## config.mk

```make
export PLATFORM = sky130hd
export DESIGN_NAME = fifo_unpacker
export DESIGN_NICKNAME = d
export VERILOG_FILES = /design/src/rtl/fifo_unpacker.sv
export SDC_FILE = /design/constraint.sdc
export NUM_CORES = 1
export LEC_CHECK = 0
export BUFFER_PORTS_ARGS = -buffer_cell sky130_fd_sc_hd__buf_2
export CAP_MARGIN = 20
export CELL_PAD_IN_SITES_DETAIL_PLACEMENT = 2
export CELL_PAD_IN_SITES_GLOBAL_PLACEMENT = 2
export CORE_ASPECT_RATIO = 2
export CORE_UTILIZATION = 33
export CTS_CLUSTER_DIAMETER = 40
export CTS_CLUSTER_SIZE = 8
export DETAILED_ROUTE_END_ITERATION = 16
export PLACE_DENSITY_LB_ADDON = 0.1
export RECOVER_POWER = 25
export SLEW_MARGIN = 20
export SYNTH_ARGS = -nofsm -noshare
export SYNTH_HDL_FRONTEND = slang
export SYNTH_SLANG_ARGS = --single-unit
export TNS_END_PERCENT = 10
```

## constraint.sdc

```tcl
create_clock -name clk -period 4 [get_ports clk]
set_clock_uncertainty 0.1 [all_clocks]
set_input_delay 0.6 -clock clk [delete_from_list [all_inputs] [get_ports clk]]
set_output_delay 0.6 -clock clk [all_outputs]
set_load 0.03 [all_outputs]
```

## src/rtl/fifo_unpacker.sv

```systemverilog
// fifo_unpacker: drains a show-ahead FIFO and splits each IW word into OW sub-words.
// Optional macro FIFO_UNPACK_MSB_FIRST_EN selects MSB-first sub-word order.
module fifo_unpacker #(
  parameter int IW = 32,
  parameter int OW = 8
) (
  input  logic          clk,
  input  logic          rst,
  input  logic          clk_en,
  input  logic          en,
  input  logic          fifo_empty,
  input  logic [IW-1:0] fifo_dat,
  output logic          fifo_rd,
  output logic [OW-1:0] out_dat,
  output logic          out_vld,
  input  logic          out_rdy,
  output logic          out_last,
  output logic          busy
);

  localparam int RATIO = IW / OW;
  localparam int CW    = $clog2(RATIO);
  localparam logic [CW-1:0] IDX_END = CW'(RATIO - 1);

  typedef enum logic {
    IDLE = 1'b0,
    EMIT = 1'b1
  } state_e;

  state_e        state_q, state_d;
  logic [CW-1:0] idx_q, idx_d;
  logic [CW-1:0] idx_inc;
  logic [IW-1:0] sr_q, sr_d;
  logic [IW-1:0] sr_nx;
  logic [OW-1:0] dat_q, dat_d;
  logic          last_q, last_d;
  logic [OW-1:0] first_sw;
  logic [OW-1:0] next_sw;
  logic          acc;
  logic          at_end;
  logic          ld;

  assign idx_inc = idx_q + CW'(1);
  assign at_end  = (idx_q == IDX_END);
  assign acc     = clk_en & (state_q == EMIT) & out_rdy;

  // Pop is held off during reset so a non-empty FIFO is not drained.
  assign ld = ~rst & clk_en & en & ~fifo_empty &
              ((state_q == IDLE) | (acc & at_end));

`ifdef FIFO_UNPACK_MSB_FIRST_EN
  assign sr_nx    = sr_q << OW;
  assign first_sw = fifo_dat[IW-1 -: OW];
  assign next_sw  = sr_nx[IW-1 -: OW];
`else
  assign sr_nx    = sr_q >> OW;
  assign first_sw = fifo_dat[OW-1:0];
  assign next_sw  = sr_nx[OW-1:0];
`endif

  // Next-state: flush, load a word, or step to the next sub-word.
  always_comb begin
    state_d = state_q;
    idx_d   = idx_q;
    sr_d    = sr_q;
    dat_d   = dat_q;
    last_d  = last_q;
    if (clk_en) begin
      if (!en) begin
        state_d = IDLE;
        idx_d   = '0;
        last_d  = 1'b0;
      end else if (ld) begin
        state_d = EMIT;
        sr_d    = fifo_dat;
        dat_d   = first_sw;
        idx_d   = '0;
        last_d  = 1'b0;
      end else if (acc) begin
        if (!at_end) begin
          idx_d  = idx_inc;
          sr_d   = sr_nx;
          dat_d  = next_sw;
          last_d = (idx_inc == IDX_END);
        end else begin
          state_d = IDLE;
          last_d  = 1'b0;
        end
      end
    end
  end

  // State and output registers, cleared asynchronously.
  always_ff @(posedge clk or posedge rst) begin
    if (rst) begin
      state_q <= IDLE;
      idx_q   <= '0;
      sr_q    <= '0;
      dat_q   <= '0;
      last_q  <= 1'b0;
    end else begin
      state_q <= state_d;
      idx_q   <= idx_d;
      sr_q    <= sr_d;
      dat_q   <= dat_d;
      last_q  <= last_d;
    end
  end

  assign fifo_rd  = ld;
  assign out_dat  = dat_q;
  assign out_vld  = (state_q == EMIT);
  assign out_last = last_q;
  assign busy     = out_vld;

endmodule
```

==> results.yml, run 1 <==
power:
  leakagePower_nw: 1.04
  powerDensity_nw_per_um2: 507
  vdd_drop_max_mv: 0.246
  power_mw: 1.00
die:
  core_sq_um: 4820
  fp.dieW_um: 52.0
  die-area_sq_um: 5310
  start_util: 0.343
  core.rowCount: 36
  ios: 50
  dieHeight_um: 102
cts:
  cts.htree.levels: 2
  post-cts-setup-buffer-count: 0
  hold_buffers: 0
  clk_pin_slew_ns: 0.07
  ctsResizeCount: 0
  clk_path_buf_depth: 2
  cts_buffers: 5
  insertion_delay_ns: 0.28
  cts_tree: "yes"
  cts.root.buffer_cell: "clkbuf_8"
  clkSinkCount: 36
timing:
  layout_setup_ws_ns: 1.21
  slew_viol_final: 37
  fin_setup_tns_ns: 0
  fmax_ghz: 0.358
  slew_headroom: -0.320
  hold_violations: 0
  grt_setup_unrepaired: "no"
  setup_viol: 0
  finalCriticalPeriod_ns: 2.79
  worst_slew_pin_slew_ns: 1.98
  period_share: 0.698
yosys:
  syn_nets: 202
  synth_mux_area_frac: 0
  yosys_warnings: 0
  synthesis.instances: 162
  synth_xor_xnor_area_share: 0
  synth_top_family_by_area: "compound AO/OA/AOI/OAI gates"
  netlist.top_cell.by_area: "dfrtp_1"
  synthSimpleGateAreaFrac: 0.132
  ys_ff_latch: 36
  ys_seq_area_frac: 0.545
  synth_area_leaders: "dfrtp_1 55%, a22oi_1 5.5%, o22ai_1 4.9%"
  postSynthAreaPerCell_sq_um: 10.2
  syn_area_sq_um: 1650
  synth_compound_area_frac: 0.205
  synthAdderAreaFrac: 0.0151
  yosysTopAreaCellShare: 0.545
  ys_types: 31
outcome:
  status: "complete, but fails checks"
  violations: "max-capacitance violations, max-slew violations"
finish:
  nets: 242
  fin_util: 0.409
  final_cell_mix: "48 x buf_2, 36 x dfrtp_1, 16 x nand3_1"
  layout_commonest_cell: "buf_2"
  syn2layout_area_growth_pct: 19.4
  post-route-cell-area_sq_um: 1970
  fillers: 544
  layout-drive-gt1-share: 0.300
  n_antenna_cell: 0
critical_path:
  startpoint_type: "flip-flop"
  endpoint_kind: "output port"
  setup.worst_path.class: "reg -> out"
  crit_fanout: 25
  arrival_ns: 2.09
  worstPathRequired_ns: 3.30
routing:
  via_per_inst: 5.23
  drtPass1Iterations: 4
  antenna_left: 0
  routed_wl_mm: 4.29
  drc: 0
  vias: 1360
  post_drt_wl_per_cell_um: 16.5
  drt_iter0_drc: 12
min_path:
  worst_hold_path_type: "reg -> reg"
global_route:
  grt_pass1_wl_mm: 7.18
  grt_max_degree: 37
  grt.total_usage: 0.184
  grt.overflow.total: 0
  antenna_found_initial: 0
  grt_pass1_vias: 1524
placement:
  gp_congestion: 0.676
  io_buffers: 49
  post-place-ws_ns: 1.09
  dp.final_hpwl_mm: 3.17
  postPlaceCellArea_sq_um: 1870
run:
  max_cap_viol_count: 1
## logic make-up (layout without fill, tap and decap cells)
| group | after synthesis | in the layout |
|---|---|---|
| buf+inv | 33 | 74 |
| compound gates | 49 | 49 |
| simple gates | 42 | 42 |
| fa+ha+maj | 2 | 2 |
| flops | 36 | 36 |
## final timing paths
| check | startpoint | to | slack [ns] | cells after the start |
|---|---|---|---|---|
| worst min-delay path | sr_q[31] | sr_q[31] | 0.40 | 1 |
| min in group asynchronous | rst | sr_q[15] | 0.96 | 3 |
| max in group asynchronous | rst | idx_q[0] | 1.70 | 3 |
| worst max register to register | idx_q[0] | sr_q[3] | 1.22 | 7 |
| worst min register to register | sr_q[31] | sr_q[31] | 0.40 | 1 |
| worst max-delay path | idx_q[0] | fifo_rd | 1.21 | 5 |
## synthesized netlist by cell type
master / n
a21bo_2: 1
a21oi_1: 11
or2_2: 1
inv_1: 14
clkbuf_1: 3
and2_1: 1
and4b_1: 1
nand3_1: 16
nor4b_2: 1
a211o_1: 1
buf_6: 1
a32o_1: 1
ha_1: 2
nor3_1: 1
and3_1: 1
buf_2: 4
o22ai_1: 13
buf_4: 9
nand2_1: 15
and4bb_1: 1
inv_2: 1
a21boi_0: 1
buf_1: 1
a22oi_1: 12
a221o_1: 1
nor2_1: 2
a22o_1: 7
dfrtp_1: 36
o21ai_0: 1
nand2_2: 1
nand2b_1: 1
## critical path, stage by stage (launching register included)
cell	delay, ns
dfrtp_1	0.41
ha_1	0.25
a21bo_2	0.23
nand2_2	0.36
inv_2	0.28
buf_2	0.26
## power by group
part / switching (mW) / internal (mW)
Combinational: 0.123 / 0.0764
Clock: 0.131 / 0.185
Sequential: 0.0432 / 0.441
Total: 0.297 / 0.703
## through the flow
| step | hold slack (ns) | std cells |
|---|---|---|
| 2_1_floorplan | 0.358 | 162 |
| 3_3_place_gp | 0.385 | 252 |
| 3_5_place_dp | 0.391 | 252 |
| 4_1_cts | 0.357 | 260 |
| 5_1_grt | 0.424 | 260 |
| 6_report | 0.400 | 260 |
## metal layers
| layer | part of all wire | track usage |
|---|---|---|
| met2 | 0.55 | 0.328 |
| met4 | 0.017 | 0.0748 |
| met1 | 0.39 | 0.206 |
| met3 | 0.040 | 0.0357 |
| met5 | 0 | 0 |
## area by class of cell
cell class | instances | area, sq um | share of cell area
Sequential cell | 36 | 901 | 0.457
Multi-Input combinational cell | 93 | 582 | 0.295
Timing Repair Buffer | 51 | 255 | 0.129
Clock buffer | 6 | 72.6 | 0.0368
Tap cell | 57 | 71.3 | 0.0361
Inverter | 15 | 56.3 | 0.0285
Clock inverter | 2 | 35.0 | 0.0178
## flip-flops by register name, summed over array words and instances, names as in the netlist
name and flops:
busy 1, idx_q 2, out_last 1, sr_q 32
No activity file was read; power rests on OpenSTA's default activity.
==> run 2: changes to the inputs <==
CORE_UTILIZATION = 30   (was 33)
clock period = 2.84 ns   (was 4 ns; I/O delays follow)
==> results.yml, run 2 (synthesized netlist as in run 1, its figures left out) <==
placement:
  gp_congestion: 0.757
  postPlaceCellArea_sq_um: 1900
  io_buffers: 49
  dp.final_hpwl_mm: 3.34
  dp_cells: 257
critical_path:
  arrival_ns: 2.05
  rrSetupSlack_ns: 0.70
  setup.worst_path.class: "in -> async"
  crit_fanout: 36
  worstPathRequired_ns: 2.74
  endpoint_kind: "async pin"
  startpoint_type: "primary input"
routing:
  routed_wl_mm: 4.54
  vias: 1386
  wl_met3_um: 163
  drtPass1Iterations: 4
  antenna_left: 0
  drc: 0
  wl_met1_mm: 1.75
  routed.top_layer: "met4"
  post_drt_wl_per_cell_um: 17.1
  via_per_inst: 5.23
  drt_iter0_drc: 18
  wl_met2_mm: 2.57
cts:
  cts_buffers: 5
  ctsResizeCount: 0
  clk_path_buf_depth: 2
  hold_buffers: 0
  clkSinkCount: 36
  post-cts-setup-buffer-count: 0
  cts_tree: "yes"
  cts.root.buffer_cell: "clkbuf_8"
  clk_pin_slew_ns: 0.07
  cts.htree.levels: 2
  insertion_delay_ns: 0.29
global_route:
  antenna_found_initial: 0
  grt_max_degree: 37
  grt_pass1_vias: 1515
  grt.total_usage: 0.175
  grt.overflow.total: 0
  grt_pass1_wl_mm: 7.32
min_path:
  worst_hold_path_type: "in -> reg"
die:
  core_sq_um: 5230
  start_util: 0.316
  die-area_sq_um: 5830
  core.rowCount: 37
  dieHeight_um: 107
  fp.dieW_um: 54.5
  ios: 50
timing:
  worst_slew_pin_slew_ns: 2.02
  grt_setup_unrepaired: "no"
  fmax_ghz: 0.465
  finalCriticalPeriod_ns: 2.15
  slew_viol_final: 37
  hold_violations: 0
  fin_setup_tns_ns: 0
  period_share: 0.758
  slew_headroom: -0.343
  setup_viol: 0
power:
  powerDensity_nw_per_um2: 678
  leakagePower_nw: 1.05
  vdd_drop_max_mv: 0.308
outcome:
  status: "complete, but fails checks"
  violations: "max-capacitance violations, max-slew violations"
finish:
  syn2layout_area_growth_pct: 20.2
  layout_commonest_cell: "buf_2"
  n_antenna_cell: 0
  largest_reg_flops: 32
  fin_util: 0.380
  nets: 246
  layout-drive-gt1-share: 0.309
  fillers: 605
  top_regs: "sr_q: 32 flops, idx_q: 2 flops"
  final_cell_mix: "48 x buf_2, 36 x dfrtp_1, 16 x nand3_1"
  stdcell_count: 265
  regMostFlops: "sr_q"
  post-route-cell-area_sq_um: 1990
run:
  max_cap_viol_count: 1
## run 2: cell types whose count changed in the layout (fill, tap and decap cells not counted), sizes merged
cell	previous run	this run
clkbuf	8	10
bufinv	1	0
buf	49	53
clkinv	1	0
## run 2: power breakdown
| part | internal (mW) | switching, mW |
|---|---|---|
| Sequential | 0.622 | 0.0627 |
| Combinational | 0.110 | 0.173 |
| Clock | 0.198 | 0.182 |
| Total | 0.930 | 0.418 |
## run 2: cell type report
cell class,count,area [sq um],share of cell area
clock buffers,8,90.1,0.0453
inverters,15,56.3,0.0283
multi-input cells,93,582,0.293
flip-flops and latches,36,901,0.453
well taps,58,72.6,0.0365
repair buffers,55,285,0.144
## run 2: layer usage
| metal | global-route usage | vias to the layer above |
|---|---|---|
| li1 | - | 652 |
| met1 | 0.193 | 696 |
| met2 | 0.317 | 32 |
| met3 | 0.0326 | 6 |
| met4 | 0.0549 | 0 |
| met5 | 0 | - |
## run 2: metrics by stage
| stage | setup WS, ns | power [mW] | hold slack [ns] |
|---|---|---|---|
| 2_1_floorplan | 1.10 | 0.915 | 0.358 |
| 3_3_place_gp | 0.804 | 0.963 | 0.380 |
| 3_5_place_dp | 0.697 | 0.986 | 0.389 |
| 4_1_cts | 0.646 | 1.37 | 0.201 |
| 5_1_grt | 0.307 | 1.43 | 0.267 |
| 6_report | 0.688 | 1.35 | 0.260 |
## run 2: critical path: stages
cell	delay [ns]
clkbuf_1	0.11
inv_1	0.06
clkbuf_1	1.43
## run 2: final timing paths
| kind | end | startpoint | depth (start not counted) |
|---|---|---|---|
| min in group asynchronous | out_last | rst | 3 |
| setup reg to reg | sr_q[3] | idx_q[0] | 5 |
| hold / removal | sr_q[19] | fifo_dat[19] | 3 |
| setup / recovery | sr_q[3] | rst | 3 |
| max in group clk | sr_q[3] | idx_q[0] | 5 |
| hold reg to reg | sr_q[13] | sr_q[13] | 2 |
